<file path="config.mk">
export PLATFORM = sky130hd
export DESIGN_NAME = keypad_scanner
export DESIGN_NICKNAME = d
export VERILOG_FILES = /design/src/rtl/keypad_scanner.sv
export SDC_FILE = /design/constraint.sdc
export NUM_CORES = 1
export LEC_CHECK = 0
export ABC_CLOCK_PERIOD_IN_PS = 8300
export CAP_MARGIN = 20
export CORE_UTILIZATION = 55
export DETAILED_ROUTE_END_ITERATION = 6
export PLACE_DENSITY = 0.76
export SYNTH_ARGS = -nofsm -noshare
export SYNTH_HDL_FRONTEND = slang
export SYNTH_SLANG_ARGS = --single-unit
</file>
<file path="constraint.sdc">
create_clock -name clk -period 8.3 [get_ports clk]
set_input_delay 1.66 -clock clk [delete_from_list [all_inputs] [get_ports clk]]
set_output_delay 1.66 -clock clk [all_outputs]
set_load 0.02 [all_outputs]
</file>
<file path="src/rtl/keypad_scanner.sv">
// keypad_scanner
// Scans a 4x4 active-low matrix keypad one column at a time and reads the
// rows back. Every full scan of four columns is one frame. Each frame is
// classified as no key, exactly one key, or several keys. A debounce FSM
// turns a run of identical frames into a single press event. The event is
// delivered as a 4-bit key code (row_index*4 + col_index) on a valid/ready
// handshake.
//
// Handshake (key_valid / key_ready):
//   key_valid rises when a press is accepted and key_code holds that code.
//   Both stay stable until the consumer takes the event, which happens in
//   any cycle where key_valid and key_ready are both high. key_valid drops
//   in the following cycle unless a new press is accepted in that same
//   handshake cycle, in which case the new code is loaded and key_valid
//   stays high. A press accepted while an older event is still pending is
//   dropped, and key_ovf pulses for one cycle.
//
// fsm_state exposes the debounce state: 0 idle, 1 candidate, 2 pressed,
// 3 release.

module keypad_scanner #(
    parameter int SCAN_DIV   = 100000,
    parameter int DEB_FRAMES = 4
) (
    input  logic       clk,
    input  logic       rst_n,
    input  logic [3:0] row,
    output logic [3:0] col,
    output logic [3:0] key_code,
    output logic       key_valid,
    input  logic       key_ready,
    output logic       key_down,
    output logic       key_ovf,
    output logic [1:0] fsm_state
);

    // Dwell counter width. SCAN_DIV is at least 4, so DW is at least 2.
    localparam int DW = (SCAN_DIV > 1) ? $clog2(SCAN_DIV) : 1;
    // The frame counter must be able to hold DEB_FRAMES itself.
    localparam int CW = $clog2(DEB_FRAMES + 1);

    localparam logic [DW-1:0] DWELL_LAST = DW'(SCAN_DIV - 1);
    localparam logic [CW-1:0] CNT_TARGET = CW'(DEB_FRAMES);
    localparam logic [CW-1:0] CNT_ONE    = CW'(1);

    typedef enum logic [1:0] {
        S_IDLE    = 2'd0,
        S_CAND    = 2'd1,
        S_PRESSED = 2'd2,
        S_RELEASE = 2'd3
    } state_t;

    // ------------------------------------------------------------------
    // Input synchronizer
    // ------------------------------------------------------------------
    logic [3:0] row_meta;
    logic [3:0] row_sync;

    // Two-flop synchronizer. It resets to all-released so that no phantom
    // closure can be seen straight after reset.
    always_ff @(posedge clk) begin
        if (!rst_n) begin
            row_meta <= 4'hF;
            row_sync <= 4'hF;
        end else begin
            row_meta <= row;
            row_sync <= row_meta;
        end
    end

    // ------------------------------------------------------------------
    // Column scan
    // ------------------------------------------------------------------
    logic [DW-1:0] dwell;
    logic [1:0]    col_idx;
    logic          dwell_end;
    logic          frame_end;

    assign dwell_end = (dwell == DWELL_LAST);
    assign frame_end = dwell_end && (col_idx == 2'd3);

    // Each column is driven for SCAN_DIV cycles, then the scan rotates
    // to the next column. The column index wraps naturally 3 -> 0.
    always_ff @(posedge clk) begin
        if (!rst_n) begin
            dwell   <= '0;
            col_idx <= 2'd0;
        end else if (dwell_end) begin
            dwell   <= '0;
            col_idx <= col_idx + 2'd1;
        end else begin
            dwell   <= dwell + 1'b1;
        end
    end

    // Exactly one column is low. It is decoded straight from the index,
    // so col can never show zero or two active columns.
    assign col = ~(4'b0001 << col_idx);

    // ------------------------------------------------------------------
    // Per-column sample and frame accumulation
    // ------------------------------------------------------------------
    logic [2:0] samp_n;     // closures seen in the current column
    logic [1:0] samp_row;   // row of a closure in this column
    logic [1:0] acc_n;      // closures so far this frame, saturating at 2
    logic [3:0] acc_code;   // code of the first closure this frame
    logic [2:0] sum_n;
    logic [1:0] merged_n;   // frame total, including the current column
    logic [3:0] merged_code;
    logic       is_none;
    logic       is_one;

    // Count the closed rows in the current column and remember the row
    // of one of them. Only the row of a lone closure is ever used.
    always_comb begin
        samp_n   = 3'd0;
        samp_row = 2'd0;
        for (int r = 3; r >= 0; r--) begin
            if (!row_sync[r]) begin
                samp_n   = samp_n + 3'd1;
                samp_row = 2'(r);
            end
        end
    end

    // Fold the current column's sample into the frame running totals.
    // At the last column this gives the full-frame classification.
    always_comb begin
        sum_n       = 3'(acc_n) + samp_n;
        merged_n    = (sum_n >= 3'd2) ? 2'd2 : sum_n[1:0];
        merged_code = (acc_n == 2'd0) ? {samp_row, col_idx} : acc_code;
        is_none     = (merged_n == 2'd0);
        is_one      = (merged_n == 2'd1);
    end

    // Accumulate closures over the frame. Clear at the frame end so the
    // next frame starts from nothing.
    always_ff @(posedge clk) begin
        if (!rst_n) begin
            acc_n    <= 2'd0;
            acc_code <= 4'd0;
        end else if (dwell_end) begin
            if (col_idx == 2'd3) begin
                acc_n    <= 2'd0;
                acc_code <= 4'd0;
            end else begin
                acc_n    <= merged_n;
                acc_code <= merged_code;
            end
        end
    end

    // ------------------------------------------------------------------
    // Debounce FSM
    // ------------------------------------------------------------------
    state_t        state;
    state_t        state_nxt;
    logic [CW-1:0] cnt;
    logic [CW-1:0] cnt_nxt;
    logic [CW-1:0] cnt_inc;
    logic [3:0]    cand;
    logic [3:0]    cand_nxt;

    assign cnt_inc   = cnt + CNT_ONE;
    assign fsm_state = state;

    // State register: debounce state, matching-frame count and candidate.
    always_ff @(posedge clk) begin
        if (!rst_n) begin
            state <= S_IDLE;
            cnt   <= '0;
            cand  <= 4'd0;
        end else begin
            state <= state_nxt;
            cnt   <= cnt_nxt;
            cand  <= cand_nxt;
        end
    end

    // Next state: decisions are taken only at frame end, using the
    // classification of the frame that has just finished.
    always_comb begin
        state_nxt = state;
        cnt_nxt   = cnt;
        cand_nxt  = cand;
        if (frame_end) begin
            case (state)
                S_IDLE: begin
                    if (is_one) begin
                        cand_nxt = merged_code;
                        if (DEB_FRAMES == 1) begin
                            state_nxt = S_PRESSED;
                            cnt_nxt   = '0;
                        end else begin
                            state_nxt = S_CAND;
                            cnt_nxt   = CNT_ONE;
                        end
                    end
                end
                S_CAND: begin
                    if (is_one && (merged_code == cand)) begin
                        if (cnt_inc == CNT_TARGET) begin
                            state_nxt = S_PRESSED;
                            cnt_nxt   = '0;
                        end else begin
                            cnt_nxt   = cnt_inc;
                        end
                    end else if (is_one) begin
                        // A different single key restarts the run.
                        cand_nxt = merged_code;
                        cnt_nxt  = CNT_ONE;
                    end else begin
                        state_nxt = S_IDLE;
                        cnt_nxt   = '0;
                    end
                end
                S_PRESSED: begin
                    // Extra or changed keys are ignored while held down.
                    if (is_none) begin
                        if (DEB_FRAMES == 1) begin
                            state_nxt = S_IDLE;
                            cnt_nxt   = '0;
                        end else begin
                            state_nxt = S_RELEASE;
                            cnt_nxt   = CNT_ONE;
                        end
                    end
                end
                S_RELEASE: begin
                    if (is_none) begin
                        if (cnt_inc == CNT_TARGET) begin
                            state_nxt = S_IDLE;
                            cnt_nxt   = '0;
                        end else begin
                            cnt_nxt   = cnt_inc;
                        end
                    end else begin
                        // Bounce during release: back to held, no new event.
                        state_nxt = S_PRESSED;
                        cnt_nxt   = '0;
                    end
                end
                default: begin
                    state_nxt = S_IDLE;
                    cnt_nxt   = '0;
                end
            endcase
        end
    end

    // ------------------------------------------------------------------
    // FSM outputs
    // ------------------------------------------------------------------
    logic accept;
    logic release_done;
    logic handshake;

    // Decode the press-accepted and release-completed strobes from the
    // state transition taken at this frame end.
    always_comb begin
        accept       = frame_end && (state_nxt == S_PRESSED) &&
                       ((state == S_IDLE) || (state == S_CAND));
        release_done = frame_end && (state_nxt == S_IDLE) &&
                       ((state == S_RELEASE) || (state == S_PRESSED));
        handshake    = key_valid && key_ready;
    end

    // Event register: load a new code when the slot is free or is being
    // emptied this cycle. Otherwise drop the press and flag the overflow.
    always_ff @(posedge clk) begin
        if (!rst_n) begin
            key_code  <= 4'd0;
            key_valid <= 1'b0;
            key_down  <= 1'b0;
            key_ovf   <= 1'b0;
        end else begin
            key_ovf <= 1'b0;
            if (accept) begin
                key_down <= 1'b1;
                if (!key_valid || handshake) begin
                    key_code  <= merged_code;
                    key_valid <= 1'b1;
                end else begin
                    key_ovf   <= 1'b1;
                end
            end else if (handshake) begin
                key_valid <= 1'b0;
            end
            if (release_done) begin
                key_down <= 1'b0;
            end
        end
    end

endmodule

</file>
==> results of run 1 <==
[cell type report]
type / instances / area, sq um
clock buffers: 7 / 96.3
clock inverters: 1 / 5.00
fillers: 397 / 1540
well taps: 52 / 65.1
flip-flops and latches: 49 / 981
repair buffers: 19 / 190
multi-input cells: 226 / 1460
inverters: 11 / 41.3
[sequential cells by signal, indices dropped and copies added (netlist names), 2 cells and up]
| name | count |
|---|---|
| acc_code | 4 |
| acc_n | 2 |
| cand | 4 |
| cnt | 3 |
| col_idx | 2 |
| dwell | 17 |
| fsm_state | 2 |
| key_code | 4 |
| row_meta | 4 |
| row_sync | 4 |
[worst reg2reg max path, stage by stage (launching register included)]
cell,delay [ns]
dfxtp_1,0.38
inv_1,0.06
ha_1,0.32
xnor2_1,0.25
ha_1,0.27
mux2_2,0.27
fa_1,0.39
xnor3_1,0.43
nor2_4,0.16
nand2_1,0.15
nor4_4,0.48
mux2i_1,0.25
nor2_1,0.05
[power groups by stage]
| stage | combinational (mW) | clock [mW] | sequential, mW |
|---|---|---|---|
| finish | 0.0247 | 0.152 | 0.241 |
| global route | 0.0279 | 0.164 | 0.241 |
| global placement | 0.0243 | 0 | 0.246 |
| CTS | 0.0250 | 0.155 | 0.241 |
| floorplan | 0.0189 | 0 | 0.245 |
| detailed placement | 0.0249 | 0 | 0.246 |
[cells in the mapped netlist (all sizes together)]
cell type and count:
nand3b 3, buf 1, a31oi 1, nand2 23, and4 2, a211o 2, o31a 1, nor4 7
nand2b 16, dfxtp 49, o311ai 1, o31ai 1, xnor3 1, and3 5, o21ai 20, nand4 5
a211oi 1, a21boi 1, mux2 1, or3b 2, o21a 1, nor2 39, fa 1, nor4b 1
xor2 11, inv 11, ha 13, nor3 6, mux2i 8, nand3 13, a21oi 15, xnor2 6
clkbuf 9, or3 6, o2111ai 1, and2 3, o2111a 1, nor2b 5, or2 1, a22oi 2
[kinds of logic (layout without fill, tap and decap cells)]
kind of cell | after synthesis | after routing
AOI/OAI and AO/OA | 48 | 48
xor gates and xnor gates | 18 | 18
adders and majority gates | 14 | 14
buffers and inverters | 21 | 38
DFF | 49 | 49
muxes | 9 | 9
and+or+nand+nor | 137 | 137
[through the flow]
step | setup slack (ns) | hold slack [ns] | cells
after floorplan | 5.00 | 0.386 | 296
after global routing | 4.45 | 0.426 | 365
after global placement | 4.84 | 0.391 | 357
after detailed placement | 4.71 | 0.395 | 357
after CTS | 4.71 | 0.415 | 365
final | 4.71 | 0.411 | 365
[final timing paths]
check	to	slack [ns]
setup reg to reg	key_code[3]	4.71
hold reg to reg	row_sync[3]	0.41
hold / removal	row_sync[3]	0.41
setup / recovery	key_code[3]	4.71
[layer usage]
metal / part of all wire (%) / routed length [microns] / track usage (%)
met5: 0 / 0 / 0
met4: 1.2 / 59 / 7.33
met3: 4.1 / 196 / 3.92
met2: 44 / 2090 / 33.4
met1: 51 / 2420 / 31.0
==> Flow_metrics.wiki, run 1 <==
{| class="wikitable"
! Metric !! Value
|-
| Kind of end point of the critical path || flop
|-
| Final-stage net count || 333
|-
| R2r worst-path depth || 12
|-
| Outcome || complete, no violations
|-
| CTS tree || yes
|-
| Hold buffer count at cts || 0
|-
| Insertion delay of the later-clocked pin in the worst-skew pair || about 0.30 ns
|-
| Setup repair after global routing missed its margin || no
|-
| Total Routed Length || about 4800 microns
|-
| Wire length of the first global-routing pass || a little under 9000 microns
|-
| Xor and xnor fraction of the mapped netlist area || 6.78%
|-
| Via count of the first global-routing pass || 1889
|-
| Crit-path slowest cell || nor4_4
|-
| Cell accounting for the most synthesized area || dfxtp_1
|-
| Cells along the critical path || inv_1 > ha_1 > xnor2_1 > ha_1 > mux2_2 > fa_1 > xnor3_1 > nor2_4 > nand2_1 > nor4_4 > mux2i_1 > nor2_1
|-
| Global-route usage over all layers || a little over a fifth
|-
| Critical path buffers and inverters || 1
|-
| CTS sink cnt || 49
|-
| FF+latch count, synth || 49
|-
| Die Y || approximately 70 microns
|-
| Data required time at the worst endpoint || about 8.5 ns
|-
| WL per Instance || between 10 and 15 microns
|-
| Final count of hold timing violations || 0
|-
| Port bufs || 19
|-
| Type of the tightest min-delay check || reg -> reg
|-
| Remaining design rule violation count || 0
|-
| Layout-stage area growth over the synthesis result || 12.3%
|-
| Worst IR drop on VDD || around 0.10 mV
|-
| Headroom to the max-slew limit || ~51%
|-
| Post-route core utilization || ~65%
|-
| Power Internal || between 0.3 and 0.4 mW
|-
| Number of buffers inserted during clock tree synthesis || 5
|-
| Residual overflow from global routing || 0
|-
| Fraction of power spent switching nets || between 20 and 25%
|-
| Compound-gate portion of the synthesized area || a little under an eighth
|-
| Fraction of final layout cells sized beyond drive strength 1 || between 4 and 5%
|-
| Maximum number of pins on one net before global-route repair || 24
|-
| Antenna-violating nets left || 0
|-
| Commonest non-fill, non-tap cell in the layout || dfxtp_1
|-
| Placed Instance Area || between 0.002 and 0.003 sq mm
|-
| Starting density of the core || just under 60%
|-
| Post-CTS setup buffer count || 0
|-
| Final Critical Period || 3.59 ns
|-
| Critical path's largest stage delay || roughly 0.48 ns
|-
| Part of the total power dissipated in combinational logic || a little under 6%
|-
| Most frequent cells in the layout || 49 x dfxtp_1, 38 x nor2_1, 23 x nand2_1, 19 x clkdlybuf4s50_1, 17 x o21ai_0
|-
| Share of the clock period used by the worst path || 43.2%
|-
| Hold depth || 1
|-
| Register share of total power || about 58%
|-
| Total Power || 0.417 mW
|-
| RePlAce Congestion || roughly 0.82
|-
| Worst-case clock buffer depth || 2
|-
| Power per cell area || 147 mW/mm^2
|-
| Setup total negative slack || 0 ns
|-
| Switching power || about 0.093 mW
|-
| Initial antenna violation count || 0
|-
| Die W || approximately 70 microns
|-
| Synth Area per Inst || 8.54 sq um
|-
| Worst-case clock skew || around 0.0073 ns
|-
| Iteration count of the initial detailed-routing pass || 4
|-
| Worst setup path class || reg -> reg
|-
| Setup-failing EPs final || 0
|-
| HP Start || row_meta[3]
|-
| Initial detailed-routing violation count || between 70 and 80
|-
| Clock power share || 36.4%
|-
| Top post-synthesis cells by area || dfxtp_1 39%, ha_1 6.4%, nor2_1 5.6%, nand2b_1 4.0%, xor2_1 3.8%
|-
| Timing startpoint of the critical path || row_sync[2]
|-
| Net count after synthesis || 317
|-
| Number of distinct library cells after synthesis || 46
|-
| Combinational family with the most area after synthesis || simple AND/OR/NAND/NOR gates
|-
| Antenna diode count || 0
|-
| Reg2Reg Launch Point || row_sync[2]
|-
| Top-area cell type share of the netlist area || between 30% and 40%
|-
| Multiplexer fraction of the synthesized cell area || approximately 3.6%
|-
| Slew of the pin with the lowest slew margin || roughly 0.73 ns
|-
| Share of synthesized area occupied by flip-flops and latches || between 30% and 40%
|-
| Std-Cell Rows || 24
|-
| Most frequent cell on the critical path || ha_1
|-
| Achievable Freq || roughly 280 MHz
|-
| Synth warn || 0
|-
| Maximum fanout along the worst path || 6
|-
| Num ports || 20
|-
| Path length in cells of the critical path || 12
|-
| Via density per instance || approximately 5.6
|-
| Core Area || 0.00438 sq mm
|-
| Total vias in the final route || ~2000
|-
| H-tree depth || 2
|-
| Total Die Area || a little under 0.005 sq mm
|-
| Number of instances resized during post-cts repair || 0
|-
| Cells after Synth || slightly below 300
|-
| Post-Synth Adder-Cell Area || 7.22%
|-
| Kind of cell adding the most delay to the critical path || adder cells
|-
| Leakage component of the power || about 1.1 nW
|-
| Half-perimeter wire length after detailed placement || about 3500 microns
|-
| Mapped cell area || around 0.0025 sq mm
|-
| CTS Root Cell || clkbuf_8
|-
| Worst Setup Start Kind || flop
|-
| Final slew viol count || 0
|-
| Post-CTS clock slew at the launch and capture registers of the worst setup and hold paths || around 0.080 ns
|-
| Post-synthesis share of cell area spent on and, or, nand and nor gates || around 29%
|-
| Maximum capacitance violations || 0
|-
| Crit path DAT || roughly 3.8 ns
|-
| Final design instance area without fill || roughly 0.0028 sq mm
|}
Power figures use the tool's default switching activity.
==> inputs of run 2 (changes only) <==
--- a/config.mk
+++ b/config.mk
@@ -5,7 +5,7 @@
 export SDC_FILE = /design/constraint.sdc
 export NUM_CORES = 1
 export LEC_CHECK = 0
-export ABC_CLOCK_PERIOD_IN_PS = 8300
+export ABC_CLOCK_PERIOD_IN_PS = 3430
 export CAP_MARGIN = 20
 export CORE_UTILIZATION = 55
 export DETAILED_ROUTE_END_ITERATION = 6
==> constraint.sdc (replaced) <==
create_clock -name clk -period 3.43 [get_ports clk]
set_input_delay 0.686 -clock clk [delete_from_list [all_inputs] [get_ports clk]]
set_output_delay 0.686 -clock clk [all_outputs]
set_load 0.02 [all_outputs]
==> run 2 against run 1 <==
  * Combinational power grew to 2.7 times the previous value
  * First-iteration DRC count is 68% higher
  * Global-route usage is 0.092 points higher
  * Clock skew is 0.00098 ns higher
  * Via count is 1.0% higher
  * Worst hold slack worse by 0.0066 ns
  * Cell area is 0.75% higher
  * Critical path type unchanged
  * Critical path depth is 1 higher
  * Sequential cell count stayed put
==> Flow_metrics.wiki, run 2 (same netlist as run 1, synthesis figures left out) <==
{| class="wikitable"
! Metric !! Value
|-
| Outcome || complete, no violations (unchanged)
|-
| Setup-failing EPs final || 0 (unchanged)
|-
| Starting density of the core || 57.7% (unchanged)
|-
| Most frequent cells in the layout || 48 x dfxtp_1, 38 x nor2_1, 23 x nand2_1, 19 x clkdlybuf4s50_1, 17 x o21ai_0 (was 49 x dfxtp_1, 38 x nor2_1, 23 x nand2_1, 19 x clkdlybuf4s50_1, 17 x o21ai_0)
|-
| Post-Place Setup Slack || -0.110 ns (was 4.71 ns)
|-
| R2r worst-path depth || 13 (was 12)
|-
| Initial detailed-routing violation count || 129 (was 77)
|-
| Worst Hold Endpoint || row_sync[3] (unchanged)
|-
| HP Start || row_meta[3] (unchanged)
|-
| Total vias in the final route || 2058 (was 2037)
|-
| Std-Cell Rows || 24 (unchanged)
|-
| Crit-path slowest cell || fa_1 (was nor4_4)
|-
| Worst-case clock skew || 0.00825 ns (was 0.00727 ns)
|-
| Half-perimeter wire length after detailed placement || 3490 microns (about the same)
|-
| Maximum capacitance violations || 0 (unchanged)
|-
| H-tree depth || 2 (unchanged)
|-
| Antenna diode count || 0 (unchanged)
|-
| Fraction of final layout cells sized beyond drive strength 1 || 6.62% (was 4.79%)
|-
| Maximum fanout along the worst path || 6 (unchanged)
|-
| Worst Setup Start Kind || flop (unchanged)
|-
| Data required time at the worst endpoint || 3.60 ns (was 8.47 ns)
|-
| Antenna-violating nets left || 0 (unchanged)
|-
| Worst setup path class || reg -> reg (unchanged)
|-
| Type of the tightest min-delay check || reg -> reg (unchanged)
|-
| Final-stage net count || 337 (was 333)
|-
| Core Area || 0.00438 sq mm (unchanged)
|-
| Final slew viol count || 0 (unchanged)
|-
| CTS tree || yes (unchanged)
|-
| Port bufs || 19 (unchanged)
|-
| Flip-flop count of the largest register, all copies and words added || 17 (unchanged)
|-
| Worst hold slack after final layout || 0.405 ns (was 0.411 ns)
|-
| Maximum number of pins on one net before global-route repair || 24 (unchanged)
|-
| Post-CTS clock slew at the launch and capture registers of the worst setup and hold paths || 0.09 ns (was 0.08 ns)
|-
| Leakage component of the power || 1.07 nW (was 1.05 nW)
|-
| Largest reg by FF count || dwell (unchanged)
|-
| Num ports || 20 (unchanged)
|-
| Wire length of the first global-routing pass || 8570 microns (was 8710 microns)
|-
| Total Die Area || 0.00487 sq mm (unchanged)
|-
| Layout-stage area growth over the synthesis result || 13.2% (was 12.3%)
|-
| Critical path buffers and inverters || 2 (was 1)
|-
| Finished Layout Cells || 369 (was 365)
|-
| Number of buffers inserted during clock tree synthesis || 5 (unchanged)
|-
| Kind of end point of the critical path || flop (unchanged)
|-
| Initial antenna violation count || 0 (unchanged)
|-
| RePlAce Congestion || 0.812 (was 0.824)
|-
| Commonest non-fill, non-tap cell in the layout || dfxtp_1 (unchanged)
|-
| Cells along the critical path || inv_1 > ha_1 > xnor2_2 > ha_1 > mux2_2 > fa_1 > xnor3_2 > nor2_4 > nand2_1 > nor4_4 > buf_4 > mux2i_1 > nor2_1 (was inv_1 > ha_1 > xnor2_1 > ha_1 > mux2_2 > fa_1 > xnor3_1 > nor2_4 > nand2_1 > nor4_4 > mux2i_1 > nor2_1)
|-
| Most frequent cell on the critical path || ha_1 (unchanged)
|-
| Worst R2R End || key_code[1] (was key_code[3])
|-
| Reg2Reg Launch Point || row_sync[2] (unchanged)
|-
| Setup total negative slack || 0 ns (unchanged)
|-
| CTS sink cnt || 49 (unchanged)
|-
| Via density per instance || 5.58 (about the same)
|-
| Kind of cell adding the most delay to the critical path || adder cells (unchanged)
|-
| Die Y || 69.8 microns (unchanged)
|-
| Achievable Freq || 313 MHz (was 279 MHz)
|-
| Setup repair after global routing missed its margin || no (unchanged)
|-
| Final count of hold timing violations || 0 (unchanged)
|-
| WL per Instance || 13.4 microns (was 13.0 microns)
|-
| Worst IR drop on VDD || 0.345 mV (was 0.105 mV)
|-
| Slew of the pin with the lowest slew margin || 0.754 ns (was 0.729 ns)
|-
| Critical path's largest stage delay || 0.40 ns (was 0.48 ns)
|-
| Total Power || 0.985 mW (was 0.417 mW)
|-
| CTS Root Cell || clkbuf_8 (unchanged)
|-
| Crit path DAT || 3.37 ns (was 3.75 ns)
|-
| Iteration count of the initial detailed-routing pass || 4 (unchanged)
|-
| Remaining design rule violation count || 0 (unchanged)
|-
| Worst R2R Setup Slack || 0.23 ns (was 4.71 ns)
|-
| Headroom to the max-slew limit || 49.7% (was 51.4%)
|-
| Final Critical Period || 3.20 ns (was 3.59 ns)
|-
| Worst-case clock buffer depth || 2 (unchanged)
|-
| Power per cell area || 344 mW/mm^2 (was 147 mW/mm^2)
|-
| Hold depth || 1 (unchanged)
|-
| Final setup slack of the worst path || 0.232 ns (was 4.71 ns)
|-
| Global-route usage over all layers || 21.9% (was 21.8%)
|-
| Total Routed Length || 4940 microns (was 4760 microns)
|-
| Via count of the first global-routing pass || 1868 (was 1889)
|-
| Die W || 69.8 microns (unchanged)
|-
| Hold buffer count at cts || 0 (unchanged)
|-
| Placed Cells incl. Taps || 360 (was 357)
|-
| Share of the clock period used by the worst path || 93.2% (was 43.2%)
|-
| Insertion delay of the later-clocked pin in the worst-skew pair || 0.30 ns (about the same)
|-
| Residual overflow from global routing || 0 (unchanged)
|}
-- run 2: worst reg2reg max path, cell delays in order, from the launching register on --
cell and delay (ns):
dfxtp_2 0.36, inv_1 0.05, ha_1 0.34, xnor2_2 0.16, ha_1 0.29, mux2_2 0.27, fa_1 0.40, xnor3_2 0.28
nor2_4 0.16, nand2_1 0.12, nor4_4 0.21, buf_4 0.19, mux2i_1 0.19, nor2_1 0.05
-- run 2: worst max path at each step --
stage,cells past startpoint,slack [ns],to,startpoint
floorplan,12,0.13,key_code[3],row_sync[2]
global placement,12,0.05,key_code[3],row_sync[2]
detailed placement,12,-0.11,key_code[3],row_sync[2]
CTS,12,0.003,key_code[3],row_sync[2]
global route,13,0.03,key_code[2],row_sync[3]
finish,13,0.23,key_code[1],row_sync[2]
-- run 2: area by class of cell --
cell class | instances | area, sq um
Fill cell | 366 | 1520
Multi-Input combinational cell | 226 | 1470
Sequential cell | 49 | 982
Timing Repair Buffer | 23 | 220
Clock buffer | 6 | 72.6
Tap cell | 52 | 65.1
Inverter | 11 | 41.3
Clock inverter | 2 | 10.0
-- run 2: what timing repair did --
action	in CTS	in global routing
buffers inserted	0	1
setup endpoints to repair	4	15
pin swaps	1	2
gates resized for setup	0	3
-- run 2: routing by layer --
metal / track usage [%] / routed length [microns] / vias up / share of wire, %
li1: - / - / 1068 / -
met1: 29.2 / 2410 / 941 / 49
met2: 34.8 / 2260 / 44 / 46
met3: 5.81 / 216 / 5 / 4.4
met4: 6.44 / 49 / 0 / 0.99
met5: 0 / 0 / - / 0
-- run 2: through the flow --
stage / utilization (%) / instance area (sq um)
after global routing: 65.3 / 2860
after detailed placement: 63.0 / 2760
final: 65.3 / 2860
after global placement: 63.0 / 2760
after floorplan: - / 2530
after CTS: 64.9 / 2840
-- run 2: where the power goes --
group | leakage [nW] | switching (mW) | internal, mW | total, mW
combinational | 0.624 | 0.0359 | 0.0311 | 0.0670
clock | 0.0450 | 0.193 | 0.142 | 0.335
sequential | 0.397 | 0.00695 | 0.576 | 0.583
